$ cat config.mk
export PLATFORM = sky130hd
export DESIGN_NAME = snake_game_ctrl
export DESIGN_NICKNAME = d
export VERILOG_FILES = /design/src/rtl/snake_pkg.sv /design/src/rtl/snake_lfsr16.sv /design/src/rtl/snake_game_ctrl.sv
export SDC_FILE = /design/constraint.sdc
export NUM_CORES = 1
export LEC_CHECK = 0
export BUFFER_PORTS_ARGS = -buffer_cell sky130_fd_sc_hd__clkbuf_2
export CORE_UTILIZATION = 32
export CTS_BUF_LIST = sky130_fd_sc_hd__clkbuf_2 sky130_fd_sc_hd__clkbuf_4 sky130_fd_sc_hd__clkbuf_8
export DETAILED_ROUTE_END_ITERATION = 10
export PLACE_DENSITY = 0.55
export SYNTH_ARGS = -nofsm -noshare
export SYNTH_HDL_FRONTEND = slang
export SYNTH_SLANG_ARGS = --single-unit
$ cat constraint.sdc
create_clock -name clk -period 4.8 [get_ports clk]
set_clock_uncertainty 0.2 [all_clocks]
set_input_delay 0.48 -clock clk [delete_from_list [all_inputs] [get_ports clk]]
set_output_delay 0.48 -clock clk [all_outputs]
set_load 0.02 [all_outputs]
$ cat src/rtl/snake_pkg.sv
// Shared definitions for the snake game sequencer: FSM encoding and the
// playfield grid (80 x 60 cells of 8 px).
package snake_pkg;

  typedef enum logic [2:0] {
    ST_IDLE  = 3'd0,
    ST_PLACE = 3'd1,
    ST_PLAY  = 3'd2,
    ST_PAUSE = 3'd3,
    ST_OVER  = 3'd4
  } state_e;

  localparam int unsigned CELL_PX   = 8;
  localparam int unsigned GRID_COLS = 80;
  localparam int unsigned GRID_ROWS = 60;
  localparam logic [15:0] LFSR_SEED = 16'hACE1;

endpackage

$ cat src/rtl/snake_lfsr16.sv
// 16-bit Fibonacci LFSR (taps 16,14,13,11), free-running in every state.
// The seed is non-zero, so the register can never reach the all-zero lockup state.
module snake_lfsr16
  import snake_pkg::*;
(
  input  logic        clk,
  input  logic        rst,
  output logic [15:0] q
);

  logic [15:0] lfsr_q, lfsr_d;
  logic        fb;

  always_comb begin
    fb     = lfsr_q[0] ^ lfsr_q[2] ^ lfsr_q[3] ^ lfsr_q[5];
    lfsr_d = {fb, lfsr_q[15:1]};
  end

  always_ff @(posedge clk) begin
    if (rst) lfsr_q <= LFSR_SEED;
    else     lfsr_q <= lfsr_d;
  end

  assign q = lfsr_q;

endmodule

$ cat src/rtl/snake_game_ctrl.sv
// Game sequencer: FSM, step-rate timer, LFSR food placement, score and
// speed-up. Every output is registered, so a reset edge clears a pending step.
module snake_game_ctrl
  import snake_pkg::*;
#(
  parameter int unsigned STEP_INIT = 50_000_000,
  parameter int unsigned STEP_MIN  = 6_250_000,
  parameter int unsigned STEP_DEC  = 2_500_000,
  parameter int unsigned SCORE_MAX = 99
) (
  input  logic       clk,
  input  logic       rst,
  input  logic       btn_start,
  input  logic       eat_req,
  input  logic       collision,
  input  logic [9:0] head_x,
  input  logic [8:0] head_y,
  output logic       step,
  output logic       snake_clr,
  output logic       box_valid,
  output logic [9:0] box_x,
  output logic [8:0] box_y,
  output logic [6:0] score,
  output logic       game_over
);

  localparam logic [25:0] PERIOD_INIT = 26'(STEP_INIT);
  localparam logic [25:0] PERIOD_MIN  = 26'(STEP_MIN);
  localparam logic [25:0] PERIOD_DEC  = 26'(STEP_DEC);
  localparam logic [26:0] DEC_FLOOR   = 27'(STEP_MIN) + 27'(STEP_DEC);
  localparam logic [6:0]  SCORE_SAT   = 7'(SCORE_MAX);

  state_e      state_q, state_d;
  logic        btn_q;
  logic [25:0] count_q, count_d;
  logic [25:0] period_q, period_d;
  logic [6:0]  score_q, score_d;
  logic [9:0]  box_x_q, box_x_d;
  logic [8:0]  box_y_q, box_y_d;
  logic        box_valid_q, box_valid_d;
  logic        step_q, step_d;
  logic        snake_clr_q, snake_clr_d;

  logic [15:0] lfsr;
  logic [6:0]  cand_col;
  logic [5:0]  cand_row;
  logic [9:0]  cand_x;
  logic [8:0]  cand_y;
  logic        cand_ok;
  logic        start_edge;
  logic        step_due;
  logic        new_game;
  logic [25:0] period_next;

  snake_lfsr16 u_lfsr (
    .clk (clk),
    .rst (rst),
    .q   (lfsr)
  );

  always_comb begin
    start_edge = btn_start & ~btn_q;
    cand_col   = lfsr[6:0];
    cand_row   = lfsr[14:9];
    cand_x     = {cand_col, 3'b000};
    cand_y     = {cand_row, 3'b000};
    cand_ok    = (cand_col < 7'(GRID_COLS)) && (cand_row < 6'(GRID_ROWS)) &&
                 ((cand_x != head_x) || (cand_y != head_y));
    // >= rather than == so a period that shrinks below the running count
    // still fires on the next cycle instead of waiting for a 26-bit wrap.
    step_due    = (count_q >= (period_q - 26'd1));
    period_next = ({1'b0, period_q} >= DEC_FLOOR) ? (period_q - PERIOD_DEC) : PERIOD_MIN;
    new_game    = start_edge && ((state_q == ST_IDLE) || (state_q == ST_OVER));
  end

  always_ff @(posedge clk) begin
    if (rst) begin
      state_q     <= ST_IDLE;
      btn_q       <= 1'b0;
      count_q     <= '0;
      period_q    <= PERIOD_INIT;
      score_q     <= '0;
      box_x_q     <= '0;
      box_y_q     <= '0;
      box_valid_q <= 1'b0;
      step_q      <= 1'b0;
      snake_clr_q <= 1'b0;
    end else begin
      state_q     <= state_d;
      btn_q       <= btn_start;
      count_q     <= count_d;
      period_q    <= period_d;
      score_q     <= score_d;
      box_x_q     <= box_x_d;
      box_y_q     <= box_y_d;
      box_valid_q <= box_valid_d;
      step_q      <= step_d;
      snake_clr_q <= snake_clr_d;
    end
  end

  always_comb begin
    state_d = state_q;
    case (state_q)
      ST_IDLE:  if (start_edge) state_d = ST_PLACE;
      ST_PLACE: if (cand_ok)    state_d = ST_PLAY;
      ST_PLAY: begin
        if (collision)       state_d = ST_OVER;
        else if (eat_req)    state_d = ST_PLACE;
        else if (start_edge) state_d = ST_PAUSE;
      end
      ST_PAUSE: if (start_edge) state_d = ST_PLAY;
      ST_OVER:  if (start_edge) state_d = ST_PLACE;
      default:  state_d = ST_IDLE;
    endcase
  end

  always_comb begin
    count_d     = count_q;
    period_d    = period_q;
    score_d     = score_q;
    box_x_d     = box_x_q;
    box_y_d     = box_y_q;
    box_valid_d = box_valid_q;
    step_d      = 1'b0;
    snake_clr_d = 1'b0;

    if (new_game) begin
      snake_clr_d = 1'b1;
      score_d     = '0;
      period_d    = PERIOD_INIT;
      count_d     = '0;
      box_valid_d = 1'b0;
    end

    case (state_q)
      ST_PLACE: begin
        box_valid_d = 1'b0;
        if (cand_ok) begin
          box_x_d     = cand_x;
          box_y_d     = cand_y;
          box_valid_d = 1'b1;
        end
      end
      ST_PLAY: begin
        // A collision ends the game on this edge; no step goes out with it.
        if (!collision) begin
          if (step_due) begin
            step_d  = 1'b1;
            count_d = '0;
          end else begin
            count_d = count_q + 26'd1;
          end
          if (eat_req) begin
            score_d     = (score_q < SCORE_SAT) ? (score_q + 7'd1) : score_q;
            period_d    = period_next;
            box_valid_d = 1'b0;
          end
        end
      end
      default: ;
    endcase
  end

  assign step      = step_q;
  assign snake_clr = snake_clr_q;
  assign box_valid = box_valid_q;
  assign box_x     = box_x_q;
  assign box_y     = box_y_q;
  assign score     = score_q;
  assign game_over = (state_q == ST_OVER);

endmodule
==> summary.txt <==
Placed design
  • Post-DP HPWL: 10.3 mm
  • Port-buffer cells: 47
  • Area of placed instances: 6150 µm²
  • Placed insts: 942
  • Pre-CTS WS: 0.419 ns
  • GP Congestion: 0.787

Route
  • Antenna viol nets, final: 0
  • Vias: 5,066
  • Initial DRC Count: 332
  • Vias/cell: 5.29
  • Post-DR wirelength/cell: 15.1 µm
  • Pre-antenna DRT Iters: 5
  • Final WL: 14.5 mm
  • DRC viols: 0

Synth
  • Leading area contributor after synthesis: dfxtp_1
  • EDFF count, synth: 0
  • Yosys warning count: 0
  • Most common cell in the netlist: dfxtp_1
  • Synth Register Bits: 95
  • Distinct cells, synth: 68
  • Top cells by area, synth: dfxtp_1 (33%), ha_1 (6.6%), nor2_1 (3.9%)
  • Mapped cell area: 5700 µm²
  • Synth cell count leaders: dfxtp_1 (95), nor2_1 (60), nand2_1 (57)
  • Top FF cell, synth: dfxtp_1
  • Synth Instances: 698
  • Synthesized area per cell: 8.17 µm²
  • Synth top area share: 33.4%
  • Seq/Total Area, Yosys: 33.4%
  • Ys async rst share: 0%

Setup path
  • Critical path endpoint category: flip-flop
  • Crit-path max FO: 43
  • CP peak stage delay: 0.60 ns
  • Worst path cell trace: or3_1 > or4_1 > nor2_1 > nand3_1 > xor2_1 > ha_1 > nand4_1 > or4_1 > a221oi_1 > nor4bb_4 > buf_12 > a31oi_1 > a31oi_1
  • Worst r2r path cells: 13
  • Setup crit start kind: flip-flop
  • Arrival time at the worst endpoint: 4.50 ns
  • Startpoint of the worst register-to-register path: period_q[7]$_SDFF_PP1_
  • CP max stage cell: or4_1
  • Flop2flop setup slack: 0.34 ns
  • Reg2Reg Capture Point: count_q[7]$_SDFF_PP0_
  • Worst Path Required: 4.84 ns
  • Crit path launch: period_q[7]$_SDFF_PP1_
  • Crit path capture: count_q[7]$_SDFF_PP0_
  • Worst Setup Path Type: flip-flop to flip-flop

Clocking
  • Buffer count from post-CTS setup fixing: 0
  • Clk buf depth: 2
  • Clock root buffer: clkbuf_8
  • Hold Buf Count CTS: 0
  • Clk slew on worst S/H paths: 0.11 ns
  • Num CTS Buffers: 9
  • H-tree Lvls: 3
  • PostCTS Resize Cnt: 0
  • Clk sinks: 95
  • CTS tree: built
  • Later-pin clock latency in the skew report: 0.40 ns

Cells and area
  • Finished Cell Area: 6370 µm²
  • Area growth from synthesis to layout: 11.7%
  • Share of layout cells above drive strength 1: 13.6%
  • Non-filler cells, final: 958
  • Antenna Cells: 0
  • Final core occ: 36.7%
  • # fillers: 1,772
  • Fin nets: 782

Timing
  • Setup TNS: 0 ns
  • Fin crit share: 92.9%
  • Final-report setup violation count: 0
  • Worst Tran Pin Value: 0.957 ns
  • Slew HR: 34.6%
  • Fmax: 0.224 GHz
  • Final worst slack: 0.342 ns
  • Slew Viols, Final: 0
  • Unrepaired setup endpoints after global routing: no
  • Hold slack: 0.112 ns
  • Final Hold Vio Count: 0
  • Post-route minimum period: 4.46 ns

Floorplanning
  • Initial core utilization: 32.9%
  • Boundary Pins: 54
  • Die Span Y: 135 µm
  • DIE AREA: 18,400 µm²
  • Die span in x: 135 µm
  • Core box area: 17,400 µm²
  • Rows: 48

Power
  • Comb power frac: 7.9%
  • Clock share of power: 38.0%
  • Seq pwr share: 54.1%
  • Switching Share: 30.0%
  • Leak pwr: 2.31 nW
  • Pwr dens: 238 nW/µm²
  • Internal: 1.06 mW
  • Peak supply drop: 128 µV
  • Design Power: 1.51 mW
  • NetSw: 455 µW

Global route
  • Vias in the first global route: 4,573
  • GRT Total Usage: 16.4%
  • First-pass GRT wire length: 24.0 mm
  • Initial antenna violation count: 0
  • Grt ovf: 0
  • Largest net degree at the start of global routing: 57

Hold path
  • Hold Crit Class: input pin to flip-flop

Outcome
  • Status: completed

Job
  • Max Cap Viol: 0
layout make-up:
cell class                      instances  area, µm²  area share, %
Multi-Input combinational cell        545       3560           55.9
Sequential cell                        95       1900           29.9
Timing Repair Buffer                   60        345           5.42
Tap cell                              225        282           4.42
Clock buffer                            9        124           1.95
Clock inverter                          7       90.1           1.42
Inverter                               17       63.8           1.00
layer usage:
metal	GRT usage (%)	share of wire, %	routed length (µm)	vias up
met5	0	0	0	-
met4	4.12	1.1	163	0
met3	3.18	4.1	587	16
met2	26.2	45	6530	94
met1	22.5	50	7190	2371
li1	-	-	-	2585
power groups by stage:
stage                     combinational (mW)  clock [mW]  sequential (mW)
after floorplan                       0.0835           0            0.836
after global placement                 0.120           0            0.838
after detailed placement               0.120           0            0.838
after CTS                              0.121       0.596            0.820
after global routing                   0.132       0.629            0.823
final                                  0.120       0.575            0.819
state kept, by name, indices dropped and copies added, names as in the netlist, 3 cells and up:
signal / cells
u_lfsr.q: 16
box_x: 7
state_q: 3
score: 7
box_y: 6
count_q: 26
period_q: 26
critical path: cells and delay by family (launching register included):
kind / cells / cell delay, ns
adders and majority gates: 1 / 0.30
buffers and inverters: 1 / 0.20
DFF: 1 / 0.41
xor gates and xnor gates: 1 / 0.17
and+or+nand+nor: 7 / 2.33
AOI/OAI and AO/OA: 3 / 0.69
kinds of logic after synthesis:
logic type / after synthesis / synth area share, %
flops: 95 / 33.4
mux: 15 / 2.63
simple gates: 288 / 26.6
fa+ha+maj: 30 / 6.58
other cells: 1 / 0.0658
compound gates: 164 / 19.5
buf+inv: 63 / 4.85
xor+xnor: 42 / 6.45
how the worst min path moves through the flow:
stage	from	end	slack, ns	depth (start not counted)
floorplan	u_lfsr.q[7]$_SDFF_PP1_	u_lfsr.q[6]$_SDFF_PP1_	0.19	1
global placement	u_lfsr.q[8]$_SDFF_PP0_	u_lfsr.q[7]$_SDFF_PP1_	0.20	1
detailed placement	u_lfsr.q[8]$_SDFF_PP0_	u_lfsr.q[7]$_SDFF_PP1_	0.20	1
CTS	btn_start	btn_q$_SDFF_PP0_	0.1	2
global route	btn_start	btn_q$_SDFF_PP0_	0.12	2
finish	btn_start	btn_q$_SDFF_PP0_	0.11	2
cell usage in the layout (no fill, tap or decap), types with 7 or more instances in the layout:
master	Yosys	layout
dfxtp_1	95	95
nor2_1	60	59
nand2_1	57	57
clkbuf_2	0	47
nand3_1	37	37
a21oi_1	34	34
o21ai_0	32	32
a31oi_1	32	32
ha_1	30	30
xnor2_1	25	25
nor3_1	22	22
inv_1	17	17
xor2_1	17	17
nor2b_1	17	17
nand4_1	17	17
mux2i_1	15	15
buf_4	6	12
nor4_1	10	10
o211ai_1	10	10
or2_2	10	10
nand3b_1	9	9
clkbuf_8	0	9
and3_1	8	8
and2_1	7	7
o21a_1	7	7
Note: power is estimated with default switching activity, not from simulation.
